--- src/rtl/uart_pkg.sv ---
// uart_pkg: shared FSM state type, parity encodings and legal data-width bounds
// for the parametrised UART transmitter.
package uart_pkg;

    typedef enum logic [2:0] {
        IDLE,
        START,
        DATA,
        PARITY,
        STOP
    } uart_state_e;

    localparam logic PAR_EVEN = 1'b0;
    localparam logic PAR_ODD  = 1'b1;

    localparam int DATA_WIDTH_MIN = 5;
    localparam int DATA_WIDTH_MAX = 9;

endpackage

--- src/rtl/uart_tx_fifo.sv ---
// uart_tx_fifo: synchronous holding FIFO for the UART transmitter, async active-low reset.
// Pointers carry one extra wrap bit so full and empty are distinguishable without a counter.
module uart_tx_fifo #(
    parameter int WIDTH = 8,
    parameter int DEPTH = 4
) (
    input  logic             clk,
    input  logic             rst,
    input  logic             push_i,
    input  logic [WIDTH-1:0] data_i,
    input  logic             pop_i,
    output logic [WIDTH-1:0] data_o,
    output logic             full_o,
    output logic             empty_o
);
    localparam int AW = $clog2(DEPTH);

    logic [AW:0]      wrPtr_q, rdPtr_q;
    logic [WIDTH-1:0] mem_q [DEPTH];
    logic             wrEn, rdEn;

    if (DEPTH < 2 || (DEPTH & (DEPTH - 1)) != 0) begin : g_bad_depth
        $error("uart_tx_fifo: DEPTH must be a power of 2 and at least 2");
    end

    assign empty_o = (wrPtr_q == rdPtr_q);
    assign full_o  = (wrPtr_q[AW-1:0] == rdPtr_q[AW-1:0]) && (wrPtr_q[AW] != rdPtr_q[AW]);
    assign rdEn    = pop_i && !empty_o;
    // A pop on the same edge frees the slot, so a push into a full FIFO is still legal then.
    assign wrEn    = push_i && (!full_o || rdEn);
    assign data_o  = mem_q[rdPtr_q[AW-1:0]];

    always_ff @(posedge clk or negedge rst) begin
        if (!rst) begin
            wrPtr_q <= '0;
            rdPtr_q <= '0;
        end else begin
            if (wrEn) wrPtr_q <= wrPtr_q + 1'b1;
            if (rdEn) rdPtr_q <= rdPtr_q + 1'b1;
        end
    end

    always_ff @(posedge clk) begin
        if (wrEn) mem_q[wrPtr_q[AW-1:0]] <= data_i;
    end

endmodule

--- src/rtl/uart_tx_param.sv ---
// uart_tx_param: UART transmitter with configurable width, runtime prescaler, parity, 1/2 stop bits.
// Define UART_TX_FIFO_EN to insert a FIFO_DEPTH-entry holding FIFO for back-to-back frames.
module uart_tx_param
    import uart_pkg::*;
#(
    parameter int DATA_WIDTH     = 8,
    parameter int PRESCALE_WIDTH = 16,
    parameter int FIFO_DEPTH     = 4
) (
    input  logic                      clk,
    input  logic                      rst,
    input  logic [DATA_WIDTH-1:0]     P_Data,
    input  logic                      Data_valid,
    output logic                      Data_ready,
    input  logic                      Par_en,
    input  logic                      Par_type,
    input  logic                      Stop2,
    input  logic [PRESCALE_WIDTH-1:0] Prescale,
    output logic                      TX_OUT,
    output logic                      busy
);
    localparam int IDXW = $clog2(DATA_WIDTH);

    uart_state_e               state_q;
    logic [PRESCALE_WIDTH-1:0] baud_q, presc_q, presc_d;
    logic [IDXW-1:0]           bitIdx_q;
    logic                      stopCnt_q, parEn_q, parType_q, stop2_q;
    logic [DATA_WIDTH-1:0]     data_q, word_d;
    logic                      txOut_q, busy_q;
    logic                      lineBit, bitEnd, lastStopEnd, takeWord;

    if (DATA_WIDTH < DATA_WIDTH_MIN || DATA_WIDTH > DATA_WIDTH_MAX || FIFO_DEPTH < 2) begin : g_bad_param
        $error("uart_tx_param: illegal DATA_WIDTH or FIFO_DEPTH");
    end

    assign presc_d     = (Prescale == '0) ? PRESCALE_WIDTH'(1) : Prescale;
    assign bitEnd      = (baud_q == presc_q - PRESCALE_WIDTH'(1));
    assign lastStopEnd = (state_q == STOP) && bitEnd && (stopCnt_q == stop2_q);

`ifdef UART_TX_FIFO_EN
    logic fifoFull, fifoEmpty;

    uart_tx_fifo #(
        .WIDTH (DATA_WIDTH),
        .DEPTH (FIFO_DEPTH)
    ) u_fifo (
        .clk     (clk),
        .rst     (rst),
        .push_i  (Data_valid),
        .data_i  (P_Data),
        .pop_i   (takeWord),
        .data_o  (word_d),
        .full_o  (fifoFull),
        .empty_o (fifoEmpty)
    );

    assign Data_ready = !fifoFull;
    // Chaining straight from the last stop bit into START keeps frames gap-free.
    assign takeWord   = !fifoEmpty && ((state_q == IDLE) || lastStopEnd);
`else
    assign word_d     = P_Data;
    assign Data_ready = (state_q == IDLE);
    assign takeWord   = Data_valid && (state_q == IDLE);
`endif

    always_comb begin
        lineBit = 1'b1;
        unique case (state_q)
            START:   lineBit = 1'b0;
            DATA:    lineBit = data_q[bitIdx_q];
            PARITY:  lineBit = (^data_q) ^ (parType_q == PAR_ODD);
            default: lineBit = 1'b1;
        endcase
    end

    // Outputs trail the state by one register stage, so the line and busy follow the FSM by a cycle.
    always_ff @(posedge clk or negedge rst) begin
        if (!rst) begin
            state_q   <= IDLE;
            baud_q    <= '0;
            presc_q   <= PRESCALE_WIDTH'(1);
            bitIdx_q  <= '0;
            stopCnt_q <= 1'b0;
            parEn_q   <= 1'b0;
            parType_q <= PAR_EVEN;
            stop2_q   <= 1'b0;
            data_q    <= '0;
            txOut_q   <= 1'b1;
            busy_q    <= 1'b0;
        end else begin
            txOut_q <= lineBit;
            busy_q  <= (state_q != IDLE);
            if (takeWord) begin
                state_q   <= START;
                data_q    <= word_d;
                presc_q   <= presc_d;
                parEn_q   <= Par_en;
                parType_q <= Par_type;
                stop2_q   <= Stop2;
                baud_q    <= '0;
                bitIdx_q  <= '0;
                stopCnt_q <= 1'b0;
            end else if (state_q != IDLE) begin
                if (!bitEnd) begin
                    baud_q <= baud_q + 1'b1;
                end else begin
                    baud_q <= '0;
                    unique case (state_q)
                        START: state_q <= DATA;
                        DATA: begin
                            if (bitIdx_q == IDXW'(DATA_WIDTH - 1)) begin
                                state_q <= parEn_q ? PARITY : STOP;
                            end else begin
                                bitIdx_q <= bitIdx_q + 1'b1;
                            end
                        end
                        PARITY: state_q <= STOP;
                        STOP: begin
                            if (stopCnt_q == stop2_q) state_q <= IDLE;
                            else                      stopCnt_q <= 1'b1;
                        end
                        default: state_q <= IDLE;
                    endcase
                end
            end
        end
    end

    assign TX_OUT = txOut_q;
    assign busy   = busy_q;

endmodule

--- config.mk ---
export PLATFORM = sky130hd
export DESIGN_NAME = uart_tx_param
export DESIGN_NICKNAME = d
export VERILOG_FILES = /design/src/rtl/uart_pkg.sv /design/src/rtl/uart_tx_fifo.sv /design/src/rtl/uart_tx_param.sv
export SDC_FILE = /design/constraint.sdc
export NUM_CORES = 1
export LEC_CHECK = 0
export BUFFER_PORTS_ARGS = -buffer_cell sky130_fd_sc_hd__buf_4
export CORE_ASPECT_RATIO = 0.7
export CORE_UTILIZATION = 45
export CTS_CLUSTER_DIAMETER = 40
export DETAILED_ROUTE_END_ITERATION = 12
export PLACE_DENSITY = 0.68
export REMOVE_ABC_BUFFERS = 1
export SETUP_SLACK_MARGIN = 0.2
export SLEW_MARGIN = 20
export SYNTH_ARGS = -nofsm -noshare
export SYNTH_HDL_FRONTEND = slang
export SYNTH_HIERARCHICAL = 1
export SYNTH_SLANG_ARGS = --single-unit
--- constraint.sdc ---
create_clock -name clk -period 4.6 [get_ports clk]
set_clock_uncertainty 0.05 [all_clocks]
set_input_delay 0.46 -clock clk [delete_from_list [all_inputs] [get_ports clk]]
set_output_delay 0.46 -clock clk [all_outputs]
set_load 0.01 [all_outputs]
==> results of run 1 <==
==> layout by cell type (no fill, tap or decap), types with 3 or more instances in the layout <==
cell type  netlist  layout
a211oi_1        14      14
a21oi_1          6       6
a31o_2           3       3
and2_1           3       3
buf_4            0      33
clkbuf_8         0       5
dfrtp_1         50      50
ha_1             4       4
inv_1            8       8
mux2i_1          4       4
nand2_1         91      91
nand3_1         10      10
nand4_1          8       8
nor2_1          15      15
nor3_1           7       7
nor3b_1          4       4
nor4_1           6       6
nor4_4           3       3
nor4b_1          3       3
o211ai_1         3       3
o21ai_0          5       5
o31ai_1          3       3
or4_1            3       3
xnor2_1         24      24
xor2_1          18      18
==> where the power goes <==
part | switching (mW) | internal [mW]
Clock | 0.157 | 0.162
Combinational | 0.374 | 0.348
Sequential | 0.194 | 0.590
==> per-stage QoR <==
step	area, um2	setup slack, ns	std cells	hold WS [ns]
3_3_place_gp	3486	1.494	465	0.4433
2_1_floorplan	3120	1.843	338	0.1144
3_5_place_dp	3486	1.362	465	0.4400
5_1_grt	3593	1.031	473	0.1703
6_report	3593	1.310	473	0.1260
4_1_cts	3593	1.335	473	0.1552
==> layout make-up <==
cell class	instances	area (um2)	share of cell area, %
multi-input combinational	277	1783	49.62
clock buffer	6	72.57	2.019
inverter	9	33.78	0.9401
clock inverter	2	35.03	0.9749
tap	94	117.6	3.273
sequential	52	1304	36.28
timing repair buffer	33	247.7	6.894
==> cells by family after synthesis <==
group | Yosys count | synth area share, %
simple gates | 173 | 27.94
fa+ha+maj | 4 | 1.563
flops | 52 | 40.72
buf+inv | 27 | 3.595
xor+xnor | 42 | 11.49
mux | 6 | 2.657
compound gates | 52 | 12.04
==> registers in the layout, indices dropped and copies added, names as in the netlist <==
signal / count
stopCnt_q: 1
bitIdx_q: 3
presc_q: 16
baud_q: 16
TX_OUT: 1
state_q: 3
parType_q: 1
busy: 1
data_q: 8
parEn_q: 1
stop2_q: 1
==> metal layers <==
| layer | track usage (%) | part of all wire, % |
|---|---|---|
| met5 | 0 | 0 |
| met2 | 29.26 | 42 |
| met1 | 33.21 | 53 |
| met4 | 5.008 | 0.69 |
| met3 | 3.448 | 4.0 |
==> worst paths after layout <==
check	slack [ns]	end	cells past startpoint	start
worst max-delay path	1.31	baud_q[11]	9	presc_q[1]
worst min-delay path	0.13	data_q[5]	1	rst
worst max register to register	1.31	baud_q[11]	9	presc_q[1]
worst min register to register	0.46	parType_q	2	parType_q
max in group asynchronous	3.92	baud_q[3]	1	rst
min in group clk	0.28	parType_q	3	Par_type
==> flow_metrics.tcl, run 1 <==
set metrics [dict create \
    p_leak_nw 1.531 \
    cts_max_path_buffers 2 \
    place_hpwl_um 5033 \
    drc 0 \
    hold_class "in -> async" \
    ys.flop_type "dfrtp_1" \
    fin_crit_ns 3.290 \
    first_pass_iters 5 \
    overflow 0 \
    status "finished clean" \
    antenna_found_initial 0 \
    root_buffer "clkbuf_8" \
    htreeDepth 2 \
    synth_area_leaders "dfrtp_1 (39%), nand2_1 (11%), xnor2_1 (6.6%)" \
    async_reset_ff_share_pct 100.0 \
    num_vias 2582 \
    worstPathMaxFanout 15 \
    powerDensity_nw_per_um2 507.9 \
    grt_use_total_pct 20.91 \
    cp_top_family "simple AND/OR/NAND/NOR gates" \
    slowest_stage "nor4b_1" \
    total_power_mw 1.825 \
    yosysTopAreaCell "dfrtp_1" \
    clock-sinks 52 \
    worstPathRequired_ns 4.70 \
    insertion_delay_ns 0.30 \
    cp.arrival_ns 3.39 \
    seq_area_frac_synth_pct 40.72 \
    setup-violations-final 0 \
    drt_iter0_drc 166 \
    synth_area_um2 3202 \
    antenna_cells 0 \
    worst_pin_slew_ns 1.022 \
    grt_pass1_vias 2302 \
    dieArea_um2 7462 \
    crit_type "reg -> reg" \
    syn_avg_cell_area_um2 8.994 \
    fmax_mhz 304.0 \
    synth.distinct_cells 61 \
    chipHeight_um 72.58 \
    min_period_over_period_pct 71.51 \
    place.gp.congestion 0.8238 \
    numCtsBuffers 5 \
    drt-total-wl_um 7106 \
    wire_per_inst_um 15.02 \
    cts_setup_buffers 0 \
    maxCapViolations 0 \
    grt_pass1_wl_um 12050 \
    start_kind "register" \
    nets 412 \
    synth_top_area_share_pct 39.08 \
    yosysMostFrequentCell "nand2_1" \
    coreArea_um2 6819 \
    ctsHoldBuffers 0 \
    yosysWarnings 6 \
    cpPeakStageDelay_ns 0.55 \
    ios 33 \
    cp_num_buf_inv 1 \
    cts_tree "done" \
    cts_resized 0 \
    postRouteAntennaNets 0 \
    start_util_pct 46.95 \
    numPortBuffers 32 \
    synth_edf_count 0 \
    worstSetupEndpointType "register" \
    vias_per_cell 5.459 \
    peakVddDrop_v 0.0002287 \
    ys_seq_elements 52 \
    setup_tns_ns 0 \
    clk_pin_slew_ns 0.10 \
    num_rows 25 \
    fill_cells 646 \
    syn_to_final_growth_pct 12.23 \
    drv_slew 0 \
    die_w_um 102.8 \
    cp_cell_sequence "inv_1 > ha_1 > nor4b_1 > nand2_1 > a21oi_1 > o21ai_1 > a2111o_1 > nor2_2 > a211oi_1" \
    drive_gt1_share_pct 16.89 \
    hold_viol_final 0 \
    synthTopCellsByCount "nand2_1 (91), dfrtp_1 (50), xnor2_1 (24)" \
    grt_max_degree 53 \
    rsz0062_at_grt "false" \
    synthCells 356 \
    fin_util_pct 52.70 \
    slew_headroom_pct 31.70 \
]
No activity file was read; power rests on OpenSTA's default activity.
==> run 2, diff against run 1 <==
--- a/config.mk
+++ b/config.mk
@@ -5,6 +5,7 @@
 export SDC_FILE = /design/constraint.sdc
 export NUM_CORES = 1
 export LEC_CHECK = 0
+export ABC_AREA = 1
 export BUFFER_PORTS_ARGS = -buffer_cell sky130_fd_sc_hd__buf_4
 export CORE_ASPECT_RATIO = 0.7
 export CORE_UTILIZATION = 45
==> constraint.sdc (replaced) <==
create_clock -name clk -period 3.2 [get_ports clk]
set_clock_uncertainty 0.05 [all_clocks]
set_input_delay 0.32 -clock clk [delete_from_list [all_inputs] [get_ports clk]]
set_output_delay 0.32 -clock clk [all_outputs]
set_load 0.01 [all_outputs]
==> run 2 against run 1 <==
  * Core utilization increased by 0.081 points
  * Count of clock-buffer cells in the layout is the same
  * Total power is 66% higher
  * Fmax rose by 35%
  * Cell count is 17% higher
  * First-iteration DRC count shrank 11%
  * Largest cell class unchanged
  * Area after synthesis down 1.8%
  * Clock power up 22%
  * The run now ends with negative hold slack left
  * Register-to-register slack lost 0.55 ns
==> flow_metrics.tcl, run 2 <==
set metrics [dict create \
    hold_ws_ns -0.02456 \
    clock-sinks 52 \
    powerDensity_nw_per_um2 850.2 \
    p_leak_nw 1.730 \
    fin_util_pct 52.78 \
    ctsHoldBuffers 0 \
    synth-adder-area-share_pct 1.592 \
    grt_use_total_pct 20.92 \
    drv_slew 0 \
    synth.distinct_cells 30 \
    numPortBuffers 32 \
    top_regs "baud_q (16), presc_q (16), data_q (8)" \
    fin_ws_ns 0.7615 \
    slew_headroom_pct 54.47 \
    place.gp.congestion 0.8749 \
    worstSetupEndpointType "register" \
    grt_pass1_wl_um 11990 \
    synth_edf_count 0 \
    cp-startpoint "presc_q[0]" \
    htreeDepth 2 \
    synth_top_family_by_area "simple AND/OR/NAND/NOR gates" \
    worst_pin_slew_ns 0.6830 \
    ios 33 \
    fill_cells 677 \
    syn_avg_cell_area_um2 7.364 \
    cp_top_family "simple AND/OR/NAND/NOR gates" \
    clk_pin_slew_ns 0.09 \
    cpPeakStageDelay_ns 0.39 \
    synth_mux_area_share_pct 0 \
    worstPathMaxFanout 24 \
    dieArea_um2 7331 \
    r2r_slack_ns 0.76 \
    synth_xor_area_share_pct 8.635 \
    synthSimpleGateAreaFrac_pct 31.56 \
    antenna_cells 0 \
    yosysMostFrequentCell "nand2_1" \
    routed-wl-met2_um 2977 \
    die_w_um 101.9 \
    cp.arrival_ns 2.58 \
    met1_length_um 3640 \
    nets 493 \
    yosysWarnings 6 \
    cts_max_path_buffers 2 \
    first_pass_iters 5 \
    min_period_over_period_pct 76.20 \
    postRouteAntennaNets 0 \
    fin_crit_ns 2.438 \
    overflow 0 \
    cts_resized 0 \
    yosysTopAreaCell "dfrtp_1" \
    numCtsBuffers 5 \
    drive_gt1_share_pct 13.04 \
    hold_class "in -> async" \
    ys.flop_type "dfrtp_1" \
    root_buffer "clkbuf_8" \
    drt_iter0_drc 147 \
    setup_tns_ns 0 \
    failed_checks "negative hold slack" \
    antenna_found_initial 0 \
    num_vias 2769 \
    drt-total-wl_um 6949 \
    rsz0062_at_grt "false" \
    coreArea_um2 6756 \
    post-place-cells 546 \
    setup-violations-final 0 \
    start_kind "register" \
    r2r_start "presc_q[0]" \
    grt_pass1_vias 2567 \
    chipHeight_um 71.94 \
    wire_per_inst_um 12.54 \
    start_util_pct 46.54 \
    synth_area_leaders "dfrtp_1 (40%), nand2_1 (16%), xor2_1 (6.1%)" \
    num_rows 25 \
    total_power_mw 3.032 \
    peakVddDrop_v 0.0003170 \
    place_hpwl_um 5137 \
    synth_top_area_share_pct 39.79 \
    syn_to_final_growth_pct 13.41 \
    ys_seq_elements 52 \
    fmax_mhz 410.1 \
    insertion_delay_ns 0.30 \
    crit_type "reg -> reg" \
    worstPathRequired_ns 3.35 \
    synth_compound_area_share_pct 9.550 \
    wl_met3_um 303 \
    cts_tree "done" \
    async_reset_ff_share_pct 100.0 \
    seq_area_frac_synth_pct 41.46 \
    cts_setup_buffers 0 \
    hold_viol_final 11 \
    maxCapViolations 0 \
    vias_per_cell 4.998 \
    slowest_stage "dfstp_2" \
    synth_area_um2 3144 \
    status "complete, but fails checks" \
    place_worst_setup_slack_ns 0.7987 \
    synthCells 427 \
    final_cell_mix "nand2_1 (133), dfrtp_1 (50), inv_1 (45), nor2_1 (38), buf_4 (34)" \
    drc 0 \
    cp_num_buf_inv 1 \
    mostFrequentLayoutCell "nand2_1" \
    highest_layer "met4" \
    finalNonFillerCells 554 \
    synthTopCellsByCount "nand2_1 (133), dfrtp_1 (50), inv_1 (45)" \
    grt_max_degree 53 \
    cp_cell_sequence "inv_2 > ha_1 > nand3_1 > nor2_2 > nand3_1 > xor2_1 > nand2_1 > nor2_2 > nand2_2 > nand2_4 > nand3_1 > nand2_1 > nand2_1" \
]
run 2: changes by cell type in the layout (fill, tap and decap cells not counted), moves of 15 or more:
cell / delta
inv_1: +37
nand2_1: +42
nand3_1: +15
nor2_1: +23
o21ai_0: +27
xnor2_1: -15
run 2: routing by layer:
metal	up-vias	GRT usage [%]
li1	1435	-
met1	1276	32.44
met2	54	31.08
met3	4	3.661
met4	0	3.175
met5	-	0
run 2: worst paths after layout:
kind                       cells past startpoint          end
hold / removal                                 1   presc_q[2]
max in group asynchronous                      1   presc_q[7]
setup / recovery                              13  bitIdx_q[2]
hold reg to reg                                2    stopCnt_q
setup reg to reg                              13  bitIdx_q[2]
min in group clk                               3    data_q[4]
run 2: cell type report:
cell class / count / area [um2] / area share [%]
Clock buffer: 6 / 82.58 / 2.316
Tap cell: 94 / 117.6 / 3.298
Sequential cell: 52 / 1304 / 36.56
Inverter: 48 / 180.2 / 5.053
Timing Repair Buffer: 34 / 255.2 / 7.158
Clock inverter: 2 / 10.01 / 0.2807
Multi-Input combinational cell: 318 / 1617 / 45.33
run 2: cell families (layout without fill, tap and decap cells):
family | count (synthesis) | count (layout)
buf+inv | 57 | 90
simple gates | 228 | 228
flops | 52 | 52
xor+xnor | 31 | 31
fa+ha+maj | 4 | 4
compound gates | 55 | 55
run 2: worst register-to-register path, stage by stage (launching register included):
cell     delay (ns)
dfstp_2        0.39
inv_2          0.12
ha_1           0.24
nand3_1        0.17
nor2_2         0.21
nand3_1        0.12
xor2_1         0.16
nand2_1        0.08
nor2_2         0.13
nand2_2        0.09
nand2_4        0.22
nand3_1        0.18
nand2_1        0.11
nand2_1        0.05
run 2: power breakdown:
group / switching [mW] / internal (mW) / total [mW]
logic: 0.932 / 0.570 / 1.50
clock network: 0.215 / 0.173 / 0.389
registers: 0.240 / 0.901 / 1.14
run 2: stage by stage:
stage | area, um2 | hold slack, ns
floorplan | 3098 | -0.02559
global route | 3566 | 0.05990
finish | 3566 | -0.02456
CTS | 3566 | 0.02555
detailed placement | 3473 | 0.3555
global placement | 3473 | 0.3471
